## src/rtl/decoder_proj_pkg.sv

```systemverilog
// Shared constants and FSM encoding for the decoder_proj input framer.
package decoder_proj_pkg;
  localparam int CODE_W          = 7;
  localparam int SYNC_STAGES_DEF = 2;

  typedef enum logic [1:0] {
    IDLE  = 2'd0,
    SHIFT = 2'd1,
    LOAD  = 2'd2,
    WAIT  = 2'd3
  } frm_state_e;
endpackage

```

## src/rtl/decoder_sync.sv

```systemverilog
// N-stage single-bit synchronizer, asynchronous active-low reset.
module decoder_sync #(
  parameter int STAGES = 2
) (
  input  logic clock,
  input  logic rst_n,
  input  logic d,
  output logic q
);
  logic [STAGES-1:0] ff;

  always_ff @(posedge clock or negedge rst_n) begin
    if (!rst_n) ff <= '0;
    else        ff <= {ff[STAGES-2:0], d};
  end

  assign q = ff[STAGES-1];
endmodule

```

## src/rtl/decoder_in_framer.sv

```systemverilog
// Serial pad framer feeding the decoder io_in word through a valid/ready hold register.
// Optional macro DECODER_IN_PARITY_EN adds a trailing even-parity bit and parity_err.
module decoder_in_framer
  import decoder_proj_pkg::*;
#(
  parameter int WIDTH       = CODE_W,
  parameter int SYNC_STAGES = SYNC_STAGES_DEF
) (
  input  logic             clock,
  input  logic             rst_n,
  input  logic             ser_clk,
  input  logic             ser_din,
  input  logic             ser_frm,
  output logic [WIDTH-1:0] code,
  output logic             code_valid,
  input  logic             code_ready,
  output logic             overrun,
  input  logic             overrun_clr
`ifdef DECODER_IN_PARITY_EN
  ,
  output logic             parity_err
`endif
);
`ifdef DECODER_IN_PARITY_EN
  localparam int FRAME_BITS = WIDTH + 1;
`else
  localparam int FRAME_BITS = WIDTH;
`endif
  localparam int CNT_W = $clog2(FRAME_BITS + 1);

  logic [2:0] pads, s_pads;
  logic       s_clk, s_din, s_frm, s_clk_d, s_frm_d, rise, frm_rise;

  assign pads = {ser_frm, ser_din, ser_clk};

  for (genvar g = 0; g < 3; g++) begin : g_sync
    decoder_sync #(.STAGES(SYNC_STAGES)) u_sync (
      .clock (clock),
      .rst_n (rst_n),
      .d     (pads[g]),
      .q     (s_pads[g])
    );
  end

  assign {s_frm, s_din, s_clk} = s_pads;
  assign rise     = s_clk & ~s_clk_d;
  assign frm_rise = s_frm & ~s_frm_d;

  frm_state_e             state, state_nxt;
  logic [FRAME_BITS-1:0]  sreg;
  logic [CNT_W-1:0]       cnt;
  logic                   last_bit, accept;

  assign last_bit = (cnt == CNT_W'(FRAME_BITS - 1));
  // A word already being consumed this cycle frees the hold register for the new one.
  assign accept   = ~code_valid | code_ready;

  always_ff @(posedge clock or negedge rst_n) begin
    if (!rst_n) state <= IDLE;
    else        state <= state_nxt;
  end

  always_comb begin
    state_nxt = state;
    case (state)
      IDLE:  if (frm_rise) state_nxt = SHIFT;
      SHIFT: begin
        if (!s_frm)                state_nxt = IDLE;
        else if (rise && last_bit) state_nxt = LOAD;
      end
      LOAD:  state_nxt = WAIT;
      WAIT:  if (!s_frm) state_nxt = IDLE;
      default: state_nxt = IDLE;
    endcase
  end

  always_ff @(posedge clock or negedge rst_n) begin
    if (!rst_n) begin
      s_clk_d    <= 1'b0;
      s_frm_d    <= 1'b0;
      sreg       <= '0;
      cnt        <= '0;
      code       <= '0;
      code_valid <= 1'b0;
      overrun    <= 1'b0;
`ifdef DECODER_IN_PARITY_EN
      parity_err <= 1'b0;
`endif
    end else begin
      s_clk_d <= s_clk;
      s_frm_d <= s_frm;
      if (code_valid && code_ready) code_valid <= 1'b0;
      if (overrun_clr)              overrun    <= 1'b0;
`ifdef DECODER_IN_PARITY_EN
      parity_err <= 1'b0;
`endif
      case (state)
        IDLE: if (frm_rise) begin
          sreg <= '0;
          cnt  <= '0;
        end
        SHIFT: if (s_frm && rise) begin
          sreg <= {sreg[FRAME_BITS-2:0], s_din};
          cnt  <= cnt + 1'b1;
        end
        LOAD: begin
`ifdef DECODER_IN_PARITY_EN
          if (^sreg) parity_err <= 1'b1;
          else
`endif
          if (accept) begin
            code       <= sreg[FRAME_BITS-1 -: WIDTH];
            code_valid <= 1'b1;
          end else begin
            overrun    <= 1'b1;
          end
        end
        default: ;
      endcase
    end
  end
endmodule

```

## config.mk

```make
export PLATFORM = sky130hd
export DESIGN_NAME = decoder_in_framer
export DESIGN_NICKNAME = d
export VERILOG_FILES = /design/src/rtl/decoder_proj_pkg.sv /design/src/rtl/decoder_sync.sv /design/src/rtl/decoder_in_framer.sv
export SDC_FILE = /design/constraint.sdc
export NUM_CORES = 1
export LEC_CHECK = 0
export ABC_CLOCK_PERIOD_IN_PS = 1800
export BUFFER_PORTS_ARGS = -buffer_cell sky130_fd_sc_hd__buf_2
export CORE_MARGIN = 2
export CORE_UTILIZATION = 45
export CTS_BUF_LIST = sky130_fd_sc_hd__clkbuf_8
export DETAILED_ROUTE_END_ITERATION = 8
export HOLD_SLACK_MARGIN = 0.12
export PLACE_DENSITY = 0.67
export SETUP_SLACK_MARGIN = 0.2
export SLEW_MARGIN = 40
export SYNTH_ARGS = -nofsm -noshare
export SYNTH_HDL_FRONTEND = slang
export SYNTH_SLANG_ARGS = --single-unit
```

## constraint.sdc

```tcl
create_clock -name clock -period 1.8 [get_ports clock]
set_clock_uncertainty 0.05 [all_clocks]
set_input_delay 0.18 -clock clock [delete_from_list [all_inputs] [get_ports clock]]
set_output_delay 0.18 -clock clock [all_outputs]
set_load 0.1 [all_outputs]
```

==> impl_metrics.tcl, run 1 <==
set metrics [dict create \
    drtPass1Iterations 2 \
    fin_setup_tns_ns 0 \
    num_antenna_cells 0 \
    n_fill_cell 217 \
    yosys-mux-area-fraction 0.135 \
    final_nets 128 \
    cts_tree "done" \
    synth_top_family_by_area "multiplexers" \
    grt_pass1_wl_um 3000 \
    post_cts_resized 0 \
    coreArea_mm2 0.00248 \
    finalCriticalPeriod_ns 1.50 \
    synthesis.nets 103 \
    htree_levels 2 \
    pin_count 16 \
    placementRows 18 \
    powerDensity_mw_per_mm2 1010 \
    arrival_ns 1.59 \
    yosys.area_share.simple 0.131 \
    synthAdderAreaFrac 0.0213 \
    clk_pin_slew_worst_paths_ns 0.06 \
    maxCapViolations 0 \
    ctsLongestPathBuffers 2 \
    ant_nets 0 \
    drt_iter0_drc 8 \
    tightest_slew_ns 0.627 \
    ys_ff_latch 29 \
    syn_to_final_growth_pct 22.7 \
    regArea_um2 727 \
    power_uw 1460 \
    status "finished clean" \
    drc_errors 0 \
    end_kind "flip-flop" \
    final_cell_mix "dfrtp_1, buf_2, inv_1" \
    clock_sinks 29 \
    fmax_mhz 668 \
    clk_latency_ns 0.27 \
    rsz0062_at_grt "no" \
    synth-compound-area-share 0.0415 \
    crit_fanout 8 \
    finalHoldViolations 0 \
    final_core_util 0.582 \
    cts-root-buf "clkbuf_8" \
    layout_commonest_cell "dfrtp_1" \
    slew_viol_final 0 \
    hpwl_um 1230 \
    syn-cell-area_mm2 0.00117 \
    synth-xor-area-share 0 \
    synth_cell_type_count 23 \
    antenna_found_initial 0 \
    die_w_um 55.1 \
    num_vias 745 \
    cts-buffers-inserted 5 \
    vias_per_cell 4.97 \
    hold_class "in -> reg" \
    irDropWorstVdd_mv 0.723 \
    grt_max_degree 30 \
    yosysSeqAreaShare 0.618 \
    netlist_instances 94 \
    crit_type "reg -> reg" \
    io_buffers 15 \
    gp_congestion 0.770 \
    report.final.setup_viol 0 \
    synth.avg_cell_area_um2 12.5 \
    grt-ovfl-total 0 \
    worstPathRequired_ns 1.90 \
    die_y_um 55.1 \
    die-area_mm2 0.00304 \
    cp-start-kind "flip-flop" \
    start_util 0.474 \
    fin_crit_sh 0.831 \
    grt_usage 0.149 \
    r2r_slack_ns 0.30 \
    grt_pass1_vias 702 \
    wl_per_cell_um 11.7 \
    synth.yosys.warnings 0 \
    slew_headroom 0.582 \
    drive_above_1_share 0.225 \
    multi_input_area_um2 387 \
    wl_um 1760 \
    leakagePower_uw 0.000769 \
]
[worst max-delay path, cell delays in order, from the launching register on]
cell     delay (ns)
dfrtp_1        0.42
or4b_1         0.69
nand2_1        0.13
mux2i_1        0.08
[area by class of cell]
| type | instances | area share |
|---|---|---|
| Sequential cell | 29 | 0.504 |
| Clock inverter | 2 | 0.0234 |
| Inverter | 11 | 0.0286 |
| Tap cell | 30 | 0.0260 |
| Timing Repair Buffer | 21 | 0.0920 |
| Multi-Input combinational cell | 51 | 0.268 |
| Clock buffer | 6 | 0.0573 |
[stage by stage]
stage          cells  hold slack, ns  setup slack, ns  area [um^2]
3_5_place_dp     137           0.185            0.288         1270
5_1_grt          150           0.187            0.231         1440
4_1_cts          150           0.159            0.289         1440
2_1_floorplan     94          -0.166            0.240         1180
6_report         150           0.165            0.303         1440
3_3_place_gp     137           0.184            0.342         1270
[power by group]
group	total, uW	internal (uW)	switching [uW]
clock network	676	445	231
registers	696	677	19.4
logic	85.0	37.8	47.2
total	1460	1160	298
[synth_stat cells (all sizes together)]
| library cell | n | area share |
|---|---|---|
| a21oi | 2 | 0.0085 |
| a41oi | 1 | 0.0075 |
| and2b | 2 | 0.014 |
| and4b | 1 | 0.0096 |
| buf | 3 | 0.018 |
| dfrtp | 29 | 0.62 |
| ha | 2 | 0.021 |
| inv | 11 | 0.035 |
| mux2 | 7 | 0.067 |
| mux2i | 8 | 0.068 |
| nand2 | 11 | 0.035 |
| nand2b | 4 | 0.021 |
| nand3 | 3 | 0.017 |
| nand3b | 1 | 0.0064 |
| nand4 | 1 | 0.0053 |
| nor2b | 1 | 0.0053 |
| o211ai | 1 | 0.0064 |
| o21ai | 2 | 0.0085 |
| o22ai | 2 | 0.011 |
| or4b | 2 | 0.017 |
[registers in the layout, summed over array words and instances (netlist names), named ones only]
signal            count
s_clk_d               1
code                  7
sreg                  7
g_sync.u_sync.ff      6
s_frm_d               1
state                 1
code_valid            1
cnt                   3
overrun               1
[layer usage]
layer	GRT usage	routed length (um)	vias to the layer above
li1	-	-	361
met1	0.179	824	362
met2	0.230	824	19
met3	0.0565	86	3
met4	0.0854	21	0
met5	0	0	-
[final timing paths]
path / from / end / cells after the start
setup / recovery: flip-flop / sreg[1]$_DFFE_PN0P_ / 3
hold / removal: code_ready / code_valid$_DFF_PN0_ / 3
hold reg to reg: g_sync[0].u_sync.ff[0]$_DFF_PN0_ / g_sync[0].u_sync.ff[1]$_DFF_PN0_ / 0
max in group asynchronous: rst_n / code_valid$_DFF_PN0_ / 2
min in group asynchronous: rst_n / cnt[2]$_DFFE_PN0P_ / 2
setup reg to reg: flip-flop / sreg[1]$_DFFE_PN0P_ / 3
[what timing repair did]
action / 4_1_cts / 5_1_grt
setup endpoints to repair: 0 / 0
hold buffers: 5 / 0
hold endpoints to repair: 33 / 0
buffers inserted: 0 / 0
[cells by family (layout without fill, tap and decap cells)]
group	Yosys count	in the layout
flops	29	29
fa+ha+maj	2	2
simple gates	26	26
buf+inv	14	40
mux	15	15
compound gates	8	8
Power figures use the tool's default switching activity.
==> inputs of run 2 (changes only) <==
ABC_CLOCK_PERIOD_IN_PS = 1200   (was 1800)
PLACE_DENSITY = 0.69   (was 0.67)
clock period = 1.2 ns   (was 1.8 ns; I/O delays follow)
==> impl_metrics.tcl, run 2 (synthesis results as in run 1) <==
set metrics [dict create \
    layout_commonest_cell "dfrtp_1" \
    fin_setup_tns_ns -2.68 \
    cts_tree "done" \
    grt_max_degree 26 \
    grt_pass1_wl_um 3730 \
    grt-ovfl-total 0 \
    tightest_slew_ns 0.348 \
    critPathSlowestCell "or4b_1" \
    leakagePower_uw 0.000901 \
    wl_per_cell_um 13.9 \
    vias_per_cell 5.13 \
    die_y_um 55.1 \
    clock_sinks 29 \
    largestRegisters "code: 7 flops, sreg: 7 flops, g_sync.u_sync.ff: 6 flops" \
    final_cells 167 \
    fmax_mhz 718 \
    end_kind "flip-flop" \
    fin_ws_ns -0.193 \
    hpwl_um 1420 \
    status "finished, violations left" \
    die-area_mm2 0.00304 \
    powerDensity_mw_per_mm2 1120 \
    hold_class "in -> reg" \
    whs_ns 0.173 \
    fin_crit_sh 1.16 \
    coreArea_mm2 0.00248 \
    worstPathRequired_ns 1.36 \
    rsz0062_at_grt "yes" \
    placedCellCount 149 \
    die_w_um 55.1 \
    cts-buffers-inserted 5 \
    maxCapViolations 0 \
    cpPeakStageDelay_ns 0.49 \
    antenna_found_initial 0 \
    placementRows 18 \
    start_util 0.474 \
    power_uw 2010 \
    slew_viol_final 0 \
    finalCriticalPeriod_ns 1.39 \
    irDropWorstVdd_mv 0.961 \
    drive_above_1_share 0.489 \
    drtPass1Iterations 1 \
    grt_pass1_vias 843 \
    num_antenna_cells 0 \
    drt_iter0_drc 0 \
    syn_to_final_growth_pct 53.7 \
    gp_congestion 0.747 \
    drc_errors 0 \
    clk_pin_slew_worst_paths_ns 0.06 \
    ctsLongestPathBuffers 2 \
    final_cell_mix "dfrtp_1, buf_4, inv_1" \
    violations "negative setup slack" \
    report.final.setup_viol 18 \
    ant_nets 0 \
    io_buffers 15 \
    grt_usage 0.185 \
    clk_latency_ns 0.27 \
    n_fill_cell 179 \
    htree_levels 2 \
    slew_headroom 0.768 \
    final_nets 146 \
    crit_type "reg -> reg" \
    cts-root-buf "clkbuf_8" \
    wl_um 2330 \
    num_vias 857 \
    crit_fanout 4 \
    arrival_ns 1.55 \
    cp-start-kind "flip-flop" \
    pin_count 16 \
    path_cells "buf_6 -> nand2b_4 -> or4b_1 -> nand3_1" \
    finalHoldViolations 0 \
]
## run 2: changes by cell type in the layout (fill, tap and decap cells not counted), sizes merged
| cell | change |
|---|---|
| buf | +17 |
| clkbuf | +1 |
| bufinv | -1 |
## run 2: timing repair
item | in CTS | in global routing
gates resized for setup | 10 | 10
pin swaps | 3 | 0
endpoints found under the setup margin | 28 | 34
endpoints found under the hold margin | 28 | 0
setup buffers | 5 | 1
hold buffers | 5 | 0
## run 2: per-layer routing
layer | global-route usage | share of wire
met1 | 0.220 | 0.42
met2 | 0.296 | 0.52
met3 | 0.0726 | 0.040
met4 | 0.0854 | 0.013
met5 | 0 | 0
## run 2: metrics by stage
| stage | util | area (um^2) | setup slack, ns |
|---|---|---|---|
| finish | 0.729 | 1810 | -0.193 |
| global route | 0.729 | 1810 | -0.247 |
| CTS | 0.714 | 1770 | -0.198 |
| detailed placement | 0.625 | 1550 | -0.232 |
| global placement | 0.625 | 1550 | -0.201 |
| floorplan | - | 1240 | -0.191 |
## run 2: final timing paths
path	depth (start not counted)	slack, ns	startpoint	end
min reg2reg	0	0.30	g_sync[2].u_sync.ff[0]$_DFF_PN0_	g_sync[2].u_sync.ff[1]$_DFF_PN0_
min in group asynchronous	2	0.27	rst_n	cnt[2]$_DFFE_PN0P_
max	4	-0.19	flip-flop	cnt[2]$_DFFE_PN0P_
min	4	0.17	code_ready	code_valid$_DFF_PN0_
max in group asynchronous	3	0.42	rst_n	s_clk_d$_DFF_PN0_
max reg2reg	4	-0.19	flip-flop	cnt[2]$_DFFE_PN0P_
## run 2: worst max-delay path: cells and delay by family, from the launching register on
family,cells,cell delay [ns]
DFF,1,0.44
and+or+nand+nor,3,0.71
buffers and inverters,1,0.13
## run 2: cell type report
class                   count  area (um^2)  area share
inverters                  11         41.3      0.0229
clock inverters             1         3.75     0.00208
repair buffers             39          424       0.235
flip-flops and latches     29          734       0.407
well taps                  30         37.5      0.0208
clock buffers               6         82.6      0.0457
multi-input cells          51          482       0.267
## run 2: report_power, final
group	total, uW	leakage, uW	internal [uW]	switching, uW
registers	1040	0.000378	1020	23.0
logic	207	0.000474	102	105
clock network	768	0.0000485	444	323
==> inputs of run 3 (changes only) <==
ABC_AREA = 1   (was not set)
==> impl_metrics.tcl, run 3 <==
set metrics [dict create \
    status "finished clean" \
    coreArea_mm2 0.00252 \
    p_comb_frac 0.202 \
    n_fill_cell 194 \
    end_kind "flip-flop" \
    synth_area_leader_cell "dfrtp_1" \
    irDropWorstVdd_mv 1.10 \
    grt_pass1_vias 858 \
    drive_above_1_share 0.514 \
    hold_class "in -> reg" \
    wl_per_cell_um 11.9 \
    die-area_mm2 0.00316 \
    hpwl_um 1420 \
    power_uw 2390 \
    clock_sinks 29 \
    final_core_util 0.698 \
    vias_per_cell 4.72 \
    cts_tree "done" \
    yosys-mux-area-fraction 0 \
    maxCapViolations 0 \
    synthFlopType "dfrtp_1" \
    leakagePower_uw 0.000839 \
    powerDensity_mw_per_mm2 1360 \
    io_buffers 15 \
    arrival_ns 1.25 \
    intPower_uw 1700 \
    netSwitchingPower_uw 684 \
    synth_top_family_by_area "simple AND/OR/NAND/NOR gates" \
    pin_count 16 \
    power.clock.fraction 0.328 \
    crit_path_frequent_cell "nand2_2" \
    num_antenna_cells 0 \
    synth-compound-area-share 0.117 \
    tightest_slew_ns 0.388 \
    syn_to_final_growth_pct 43.4 \
    synth_edf_count 0 \
    crit_family "flip-flops" \
    die_w_um 56.2 \
    cp.buffers_inverters 2 \
    htree_levels 2 \
    min_from "code_ready" \
    slew_headroom 0.741 \
    synth-xor-area-share 0 \
    synth_cell_type_count 23 \
    synthAdderAreaFrac 0.0204 \
    final_nets 154 \
    rr_worst_depth 6 \
    cp-start-kind "flip-flop" \
    final_cell_mix "dfrtp_1, inv_1, nand2_1" \
    clk_latency_ns 0.27 \
    pre_cts_ws_ns 0.0243 \
    yosys.area_share.simple 0.196 \
    largestRegisters "code: 7 flops, sreg: 7 flops, g_sync.u_sync.ff: 6 flops" \
    ctsLongestPathBuffers 2 \
    start_util 0.487 \
    pwr-share-seq 0.469 \
    async_flop_share 1.00 \
    path_cells "nand2_2 -> inv_4 -> nand3_4 -> clkinv_8 -> nand2_2 -> o21ai_2" \
    finalCriticalPeriod_ns 1.15 \
    grt_usage 0.163 \
    regArea_um2 743 \
    antenna_found_initial 0 \
    ys_ff_latch 29 \
    drtPass1Iterations 3 \
    synth.avg_cell_area_um2 10.9 \
    report.final.setup_viol 0 \
    hold_depth 4 \
    wl_um 2100 \
    synth.most_common_cell "dfrtp_1" \
    drc_errors 0 \
    cts-root-buf "clkbuf_8" \
    clk_pin_slew_worst_paths_ns 0.06 \
    cpPeakStageDelay_ns 0.43 \
    worstPathRequired_ns 1.31 \
    switching_share 0.286 \
    yosysTopAreaCellShare 0.591 \
    critPathSlowestCell "dfrtp_1" \
    placementRows 18 \
    grt_max_degree 30 \
    synthesis.nets 122 \
    fin_ws_ns 0.0535 \
    synthTopCellsByCount "dfrtp_1, inv_1, nand2_1" \
    cts-buffers-inserted 5 \
    fmax_mhz 872 \
    multi_input_area_um2 488 \
    hold-path-endpoint "code_valid$_DFF_PN0_" \
    num_vias 830 \
    ant_nets 0 \
    synth.yosys.warnings 0 \
    r2r_slack_ns 0.05 \
    crit_type "reg -> reg" \
    slew_viol_final 0 \
    layout_commonest_cell "dfrtp_1" \
    fin_crit_sh 0.955 \
    syn-cell-area_mm2 0.00123 \
    gp_congestion 0.813 \
    netlist_instances 113 \
    yosys-top-cells-area "dfrtp_1, o21ai_2, nand2_2" \
    drt_iter0_drc 18 \
    grt-ovfl-total 0 \
    reg2reg_from "state[0]$_DFFE_PN0P_" \
    crit_fanout 8 \
    reg2reg_to "cnt[0]$_DFFE_PN0P_" \
    finalHoldViolations 0 \
    rsz0062_at_grt "yes" \
    grt_pass1_wl_um 3840 \
    die_y_um 56.2 \
    yosysSeqAreaShare 0.591 \
]
## run 3: worst min-delay path, stage by stage
cell and delay, ns:
buf_2 0.08, inv_1 0.05, nand2_4 0.08, nand2_1 0.06
## run 3: worst max-delay path by stage
stage | startpoint | to | depth (start not counted)
2_1_floorplan | code_valid$_DFF_PN0_ | code[3]$_DFFE_PN0P_ | 5
3_5_place_dp | flip-flop | flip-flop | 4
4_1_cts | code_valid$_DFF_PN0_ | code_valid | 1
5_1_grt | state[0]$_DFFE_PN0P_ | cnt[0]$_DFFE_PN0P_ | 6
3_3_place_gp | g_sync[2].u_sync.ff[1]$_DFF_PN0_ | sreg[6]$_DFFE_PN0P_ | 6
6_report | state[0]$_DFFE_PN0P_ | cnt[0]$_DFFE_PN0P_ | 6
## run 3: timing repair
action / CTS / global route
buffers inserted: 4 / 1
pin swaps: 4 / 2
endpoints found under the hold margin: 34 / 0
gates resized for setup: 12 / 8
setup endpoints to repair: 28 / 58
hold buffers: 5 / 0
## run 3: layout make-up
type                       instances  share of cell area
sequential                        29               0.422
multi-input combinational         63               0.277
timing repair buffer              26               0.177
inverter                          20              0.0512
clock buffer                       6              0.0469
tap                               30              0.0213
clock inverter                     2             0.00426
## run 3: kinds of logic (layout without fill, tap and decap cells)
family,count (synthesis),count (layout)
AO/OA/AOI/OAI,22,22
adder cells (fa/ha/maj),2,2
buffers and inverters,21,54
flip-flops,29,29
AND/OR/NAND/NOR,39,39
## run 3: layer usage
layer	GRT usage	part of all wire
met1	0.209	0.47
met2	0.239	0.47
met3	0.0767	0.044
met4	0.0612	0.017
met5	0	0
## run 3: through the flow
step,TNS (ns),instances,hold slack [ns],cell area (um^2)
after floorplan,-0.0815,113,-0.226,1260
after global placement,0,158,0.118,1500
after detailed placement,0,158,0.122,1500
after CTS,0,175,0.0851,1720
after global routing,0,176,0.117,1760
final,0,176,0.0974,1760
## run 3: power groups by stage
stage | clock network [uW] | logic [uW] | registers [uW]
floorplan | 0 | 249 | 1110
detailed placement | 0 | 322 | 1130
global placement | 0 | 312 | 1120
global route | 866 | 539 | 1130
CTS | 810 | 441 | 1120
finish | 784 | 483 | 1120
